<file path="src/rtl/riscv_next_redirect_arbiter.sv">
// Purpose: merges PM/ID next-PC predictions and EX resolution into one IF redirect; tracks outstanding predictions.
// Latency: redirect, flush and mispredict outputs are combinational (zero cycles); queue, full flag and counter update on the next edge.
// Backpressure: i_stall freezes all state and masks every request; predictions arriving at a full queue with no pop are dropped.
module riscv_next_redirect_arbiter #(
    parameter int ADDR_WIDTH = 16,
    parameter int QDEPTH     = 4,
    parameter int CNT_WIDTH  = 16
) (
    input  logic                  i_clk,
    input  logic                  i_rst_n,
    input  logic                  i_stall,
    input  logic                  i_pm_inject,
    input  logic [ADDR_WIDTH-1:0] i_pm_pc,
    input  logic [ADDR_WIDTH-1:0] i_pm_inject_addr,
    input  logic                  i_id_inject,
    input  logic [ADDR_WIDTH-1:0] i_id_pc,
    input  logic [ADDR_WIDTH-1:0] i_id_inject_addr,
    input  logic                  i_ex_valid,
    input  logic [ADDR_WIDTH-1:0] i_ex_pc,
    input  logic                  i_ex_jump_branch,
    input  logic [ADDR_WIDTH-1:0] i_ex_jump_addr,
    output logic                  o_redirect,
    output logic [ADDR_WIDTH-1:0] o_redirect_addr,
    output logic                  o_flush_pm,
    output logic                  o_flush_id,
    output logic                  o_mispredict,
    output logic                  o_queue_full,
    output logic [CNT_WIDTH-1:0]  o_mispredict_count
);

    localparam int PTR_W = (QDEPTH > 1) ? $clog2(QDEPTH) : 1;
    localparam int OCC_W = PTR_W + 1;

    typedef logic [ADDR_WIDTH-1:0] addr_t;

    typedef struct packed {
        addr_t pc;
        addr_t target;
    } entry_t;

    // Prediction queue: entries in program order, head = oldest outstanding prediction.
    entry_t             queue_mem [QDEPTH];
    logic [PTR_W-1:0]   head_ptr;
    logic [PTR_W-1:0]   tail_ptr;      // next free slot
    logic [PTR_W-1:0]   last_ptr;      // youngest valid entry
    logic [OCC_W-1:0]   occupancy;
    logic [OCC_W-1:0]   next_occupancy;
    logic               queue_full_q;
    logic [CNT_WIDTH-1:0] mispredict_cnt_q;

    entry_t head_entry;
    entry_t tail_entry;

    logic   active;
    logic   q_empty;
    logic   q_full;

    logic   ex_check;
    logic   ex_hit;
    logic   ex_mispredict;
    logic   ex_pop;
    addr_t  ex_correct_addr;

    logic   id_req;
    logic   id_tail_match;
    logic   id_overwrite;
    logic   id_push;

    logic   pm_req;
    logic   pm_tail_match;
    logic   pm_push;

    logic   do_push;
    entry_t push_entry;

    assign last_ptr   = tail_ptr - PTR_W'(1);
    assign head_entry = queue_mem[head_ptr];
    assign tail_entry = queue_mem[last_ptr];
    assign q_empty    = (occupancy == '0);
    assign q_full     = (occupancy == OCC_W'(QDEPTH));

    // Requests only count outside reset and stall; this also forces every
    // combinational output to 0 while reset is held.
    assign active = i_rst_n && !i_stall;

    // EX resolution: a hit means the head entry predicted this instruction taken.
    always_comb begin
        ex_check        = active && i_ex_valid;
        ex_hit          = ex_check && !q_empty && (head_entry.pc == i_ex_pc);
        ex_correct_addr = i_ex_jump_branch ? i_ex_jump_addr : (i_ex_pc + addr_t'(4));
        ex_mispredict   = 1'b0;
        if (ex_check) begin
            if (ex_hit) begin
                ex_mispredict = !i_ex_jump_branch || (head_entry.target != i_ex_jump_addr);
            end else begin
                ex_mispredict = i_ex_jump_branch;
            end
        end
        // On a mispredict the whole queue is discarded, so a pop is irrelevant.
        ex_pop = ex_hit && !ex_mispredict;
    end

    // ID strategy: refine the youngest PM prediction for the same PC, else push a new one.
    always_comb begin
        id_req        = active && i_id_inject && !ex_mispredict;
        id_tail_match = !q_empty && (tail_entry.pc == i_id_pc);
        id_overwrite  = id_req && id_tail_match && (tail_entry.target != i_id_inject_addr);
        id_push       = id_req && !id_tail_match && (!q_full || ex_pop);
    end

    // PM strategy: lowest priority; any ID request in the same cycle discards it.
    always_comb begin
        pm_req        = active && i_pm_inject && !ex_mispredict && !i_id_inject;
        pm_tail_match = !q_empty && (tail_entry.pc == i_pm_pc);
        pm_push       = pm_req && !pm_tail_match && (!q_full || ex_pop);
    end

    // Select the single redirect source and its flushes by priority EX > ID > PM.
    always_comb begin
        o_redirect      = 1'b0;
        o_redirect_addr = '0;
        o_flush_pm      = 1'b0;
        o_flush_id      = 1'b0;
        o_mispredict    = 1'b0;
        if (ex_mispredict) begin
            o_redirect      = 1'b1;
            o_redirect_addr = ex_correct_addr;
            o_flush_pm      = 1'b1;
            o_flush_id      = 1'b1;
            o_mispredict    = 1'b1;
        end else if (id_overwrite || id_push) begin
            o_redirect      = 1'b1;
            o_redirect_addr = i_id_inject_addr;
            o_flush_pm      = 1'b1;
        end else if (pm_push) begin
            o_redirect      = 1'b1;
            o_redirect_addr = i_pm_inject_addr;
        end
    end

    // Push payload and the occupancy after this cycle's push/pop/clear.
    always_comb begin
        do_push    = id_push || pm_push;
        push_entry = id_push ? '{pc: i_id_pc, target: i_id_inject_addr}
                             : '{pc: i_pm_pc, target: i_pm_inject_addr};
        next_occupancy = occupancy;
        if (ex_mispredict) begin
            next_occupancy = '0;
        end else if (do_push && !ex_pop) begin
            next_occupancy = occupancy + OCC_W'(1);
        end else if (!do_push && ex_pop) begin
            next_occupancy = occupancy - OCC_W'(1);
        end
    end

    // Queue storage, pointers and occupancy; a mispredict empties the queue outright.
    always_ff @(posedge i_clk or negedge i_rst_n) begin
        if (!i_rst_n) begin
            head_ptr     <= '0;
            tail_ptr     <= '0;
            occupancy    <= '0;
            queue_full_q <= 1'b0;
            for (int i = 0; i < QDEPTH; i++) begin
                queue_mem[i] <= '0;
            end
        end else begin
            occupancy    <= next_occupancy;
            queue_full_q <= (next_occupancy == OCC_W'(QDEPTH));
            if (ex_mispredict) begin
                head_ptr <= '0;
                tail_ptr <= '0;
            end else begin
                if (ex_pop) begin
                    head_ptr <= head_ptr + PTR_W'(1);
                end
                if (do_push) begin
                    queue_mem[tail_ptr] <= push_entry;
                    tail_ptr            <= tail_ptr + PTR_W'(1);
                end else if (id_overwrite) begin
                    queue_mem[last_ptr].target <= i_id_inject_addr;
                end
            end
        end
    end

    // Saturating mispredict counter.
    always_ff @(posedge i_clk or negedge i_rst_n) begin
        if (!i_rst_n) begin
            mispredict_cnt_q <= '0;
        end else if (ex_mispredict && (mispredict_cnt_q != '1)) begin
            mispredict_cnt_q <= mispredict_cnt_q + CNT_WIDTH'(1);
        end
    end

    assign o_queue_full       = queue_full_q;
    assign o_mispredict_count = mispredict_cnt_q;

endmodule

</file>
<file path="config.mk">
export PLATFORM = sky130hd
export DESIGN_NAME = riscv_next_redirect_arbiter
export DESIGN_NICKNAME = d
export VERILOG_FILES = /design/src/rtl/riscv_next_redirect_arbiter.sv
export SDC_FILE = /design/constraint.sdc
export NUM_CORES = 1
export LEC_CHECK = 0
export BUFFER_PORTS_ARGS = -buffer_cell sky130_fd_sc_hd__buf_4
export CORE_ASPECT_RATIO = 1.1
export CORE_UTILIZATION = 31
export CTS_BUF_LIST = sky130_fd_sc_hd__clkbuf_8
export DETAILED_ROUTE_END_ITERATION = 10
export HOLD_SLACK_MARGIN = 0.03
export PLACE_DENSITY = 0.48
export SKIP_LAST_GASP = 1
export SLEW_MARGIN = 20
export SYNTH_ARGS = -nofsm -noshare
export SYNTH_HDL_FRONTEND = slang
export SYNTH_SLANG_ARGS = --single-unit
</file>
<file path="constraint.sdc">
create_clock -name i_clk -period 11.6 [get_ports i_clk]
set_clock_uncertainty 0.1 [all_clocks]
set_input_delay 3.48 -clock i_clk [delete_from_list [all_inputs] [get_ports i_clk]]
set_output_delay 3.48 -clock i_clk [all_outputs]
set_load 0.02 [all_outputs]
</file>
==> run_results.csv <==
group,metric,value,unit
outcome,outcome,"finished clean",
logic_synthesis,synth_ff_type,"dfrtp_1",
sta,setup_viol,0,
logic_synthesis,yosysWarningCount,0,
routing,detail_route.iter0.violations,952,
setup_path,rr_startpoint,"tail_ptr[0]",
placed_design,place_hpwl,28600,um
routing,drc_errors,0,
logic_synthesis,synth_area_leader_cell,"dfrtp_1",
placed_design,gp_congestion,0.8295,
setup_path,cp.required,8020,ps
logic_synthesis,synth_cells,1174,
sta,drv_slew,0,
sta,fmax,96.52,MHz
logic_synthesis,netlist_area,0.01174,mm^2
finish,fillCellCount,3845,
routing,wl,42350,um
power_and_ir_drop,combPwrFrac,0.526,
placed_design,io_buffers,139,
logic_synthesis,synth_top_area_frac,0.3241,
finish,area_growth,13.99,%
power_and_ir_drop,powerDensity,218.6,mW/mm^2
setup_path,cp-start-kind,"primary input",
logic_synthesis,avgSynthCellArea,9.996,um^2
floorplanning,fp.dieW,187.5,um
floorplanning,die_h,206.1,um
clock_tree,clock_path_buffers,2,
clock_tree,htreeDepth,4,
global_routing,grtUsageTotal,0.2210,
logic_synthesis,ys_seq_area_frac,0.3241,
sta,tns,0,ps
setup_path,end_kind,"output pin",
finish,drive_gt1_frac,0.2668,
logic_synthesis,ys_top_cells_by_area,"dfrtp_1 (32%), mux4_2 (10%), nand4_1 (7.5%), mux2i_1 (5.4%), xnor2_1 (5.2%)",
sta,post-route-min-period,10360,ps
global_routing,grt_max_degree,68,
clock_tree,cts.sinks,152,
setup_path,cp_max_fo,19,
setup_path,crit_type,"primary input to output pin",
power_and_ir_drop,leakage,0.005560,uW
routing,first_pass_iters,6,
floorplanning,die_area,0.03864,mm^2
sta,hold_violations,0,
sta,slew-limit-headroom,0.1955,
floorplanning,placementRows,74,
setup_path,arrival,6780,ps
floorplanning,core,0.03722,mm^2
setup_path,r2r_setup_slack,5430,ps
clock_tree,cts_setup_buffers,0,
clock_tree,cts_buffers,17,
power_and_ir_drop,sequentialPowerShare,0.317,
setup_path,r2r-end,"queue_mem[36]",
clock_tree,path_clk_slew,80,ps
floorplanning,start_util,0.3153,
power_and_ir_drop,switching_share,0.4286,
logic_synthesis,async_flop_share,1.000,
routing,wl_per_cell,24.31,um
global_routing,antenna_found_initial,0,
setup_path,reg2reg_depth,12,
clock_tree,cts-root-buf,"clkbuf_8",
finish,final_common_cell,"buf_4",
global_routing,grt-ovfl-total,0,
finish,nNetsFinal,1348,
logic_synthesis,yosysUniqueCellTypes,73,
run,maxCapViolCount,0,
power_and_ir_drop,p_sw,1254,uW
routing,vias,10160,
global_routing,grt_pass1_vias,9801,
logic_synthesis,syn-num-nets,1287,
logic_synthesis,ys_ff_latch,152,
routing,final_antenna_net_count,0,
global_routing,grt_pass1_wl,63620,um
power_and_ir_drop,clockPowerShare,0.157,
logic_synthesis,synth_edf_count,0,
floorplanning,io_pins,140,
power_and_ir_drop,peakVddDrop,0.1214,mV
finish,layout_common_cells,"buf_4 (156), dfrtp_1 (149), nand4_1 (141), nor2_1 (85), a21oi_1 (78)",
sta,rsz0062_at_grt,"no",
sta,worstMarginPinSlew,1207,ps
worst_hold_path,hp-class,"flip-flop to flip-flop",
clock_tree,cts_tree,"done",
clock_tree,cts_hold_buf,0,
clock_tree,cts.repair.resized,0,
worst_hold_path,min_from,"o_mispredict_count[10]",
clock_tree,clk_latency,490,ps
sta,hold_ws,414.1,ps
sta,post-route-period-util,0.8931,
routing,viasPerCell,5.830,
worst_hold_path,whs_endpoint,"o_mispredict_count[10]",
worst_hold_path,hold_depth,1,
finish,diodes,0,
power_and_ir_drop,internal_power,1671,uW
-- critical path: stages --
cell and delay, ps:
buf_4 140, xnor2_1 120, a2111oi_0 810, o2111ai_1 320, nor2_2 320, or3b_2 170
and4_1 830, a221oi_1 220, a21oi_1 180, buf_4 170
-- kinds of logic after synthesis --
logic type               synth area share
adder cells (fa/ha/maj)           0.01066
AO/OA/AOI/OAI                      0.1356
flip-flops                         0.3241
AND/OR/NAND/NOR                    0.1550
XOR/XNOR                          0.07687
multiplexers                       0.2258
buffers and inverters             0.07186
-- cells in the mapped netlist (5+ instances only) --
cell type	number
buf_1	5
nand4_1	141
clkbuf_1	50
o21ai_2	5
buf_4	10
and3_1	14
mux2_4	25
o21ai_0	17
nand2b_1	6
nor2b_1	5
ha_1	10
buf_2	36
o211ai_1	59
nand2_1	36
inv_1	54
dfrtp_1	152
o22ai_1	5
a221oi_1	5
xnor2_1	70
mux4_2	52
a21oi_1	78
nor2_1	85
nand3_1	18
a222oi_1	13
buf_6	11
xor2_1	33
mux2_2	38
o211a_1	6
mux2i_1	63
-- sequential cells by signal, indices dropped and copies added (netlist names) --
register,cells
head_ptr,2
o_queue_full,1
tail_ptr,2
o_mispredict_count,16
queue_mem,128
occupancy,3
-- power by group through the flow --
| stage | Combinational, uW | Clock (uW) | Sequential (uW) |
|---|---|---|---|
| 6_report | 1540 | 459 | 928 |
| 5_1_grt | 1660 | 488 | 958 |
| 4_1_cts | 1540 | 472 | 923 |
| 3_5_place_dp | 1530 | 0 | 933 |
| 3_3_place_gp | 1520 | 0 | 927 |
| 2_1_floorplan | 1130 | 0 | 880 |
-- cell type report --
type                       count  area [um^2]  area share
inverter                      54        202.7     0.01515
tap                          494        618.1     0.04621
clock buffer                  20        275.3     0.02058
multi-input combinational    853         7139      0.5337
timing repair buffer         157         1182     0.08839
sequential                   152         3807      0.2846
clock inverter                12        151.4     0.01132
-- per-layer routing --
metal	wire length (um)	vias to the layer above	GRT usage
met5	0	-	0
met4	1126	0	0.08043
met3	2899	65	0.04738
met2	19430	431	0.3488
met1	18890	5101	0.2977
li1	-	4559	-
-- worst max-delay path by stage --
| stage | startpoint | end | slack [ps] | depth (start not counted) |
|---|---|---|---|---|
| after detailed placement | i_ex_pc[6] | o_redirect_addr[8] | 1170 | 10 |
| after floorplan | i_ex_pc[6] | o_redirect_addr[0] | 2100 | 9 |
| after global routing | i_ex_pc[6] | o_redirect_addr[8] | 920 | 10 |
| after global placement | i_ex_pc[6] | o_redirect_addr[5] | 1340 | 10 |
| after CTS | i_ex_pc[6] | o_redirect_addr[8] | 1160 | 10 |
| final | i_ex_pc[6] | o_redirect_addr[8] | 1240 | 10 |
-- metrics by stage --
stage	area, um^2	std cells	util	worst slack [ps]	power [uW]
after global placement	12950	1710	0.3479	1344	2446
final	13380	1742	0.3594	1240	2925
after detailed placement	12950	1710	0.3479	1170	2464
after floorplan	11740	1174	-	2096	2009
after CTS	13380	1742	0.3594	1160	2935
after global routing	13380	1742	0.3594	918.1	3101
No activity file was read; power rests on OpenSTA's default activity.
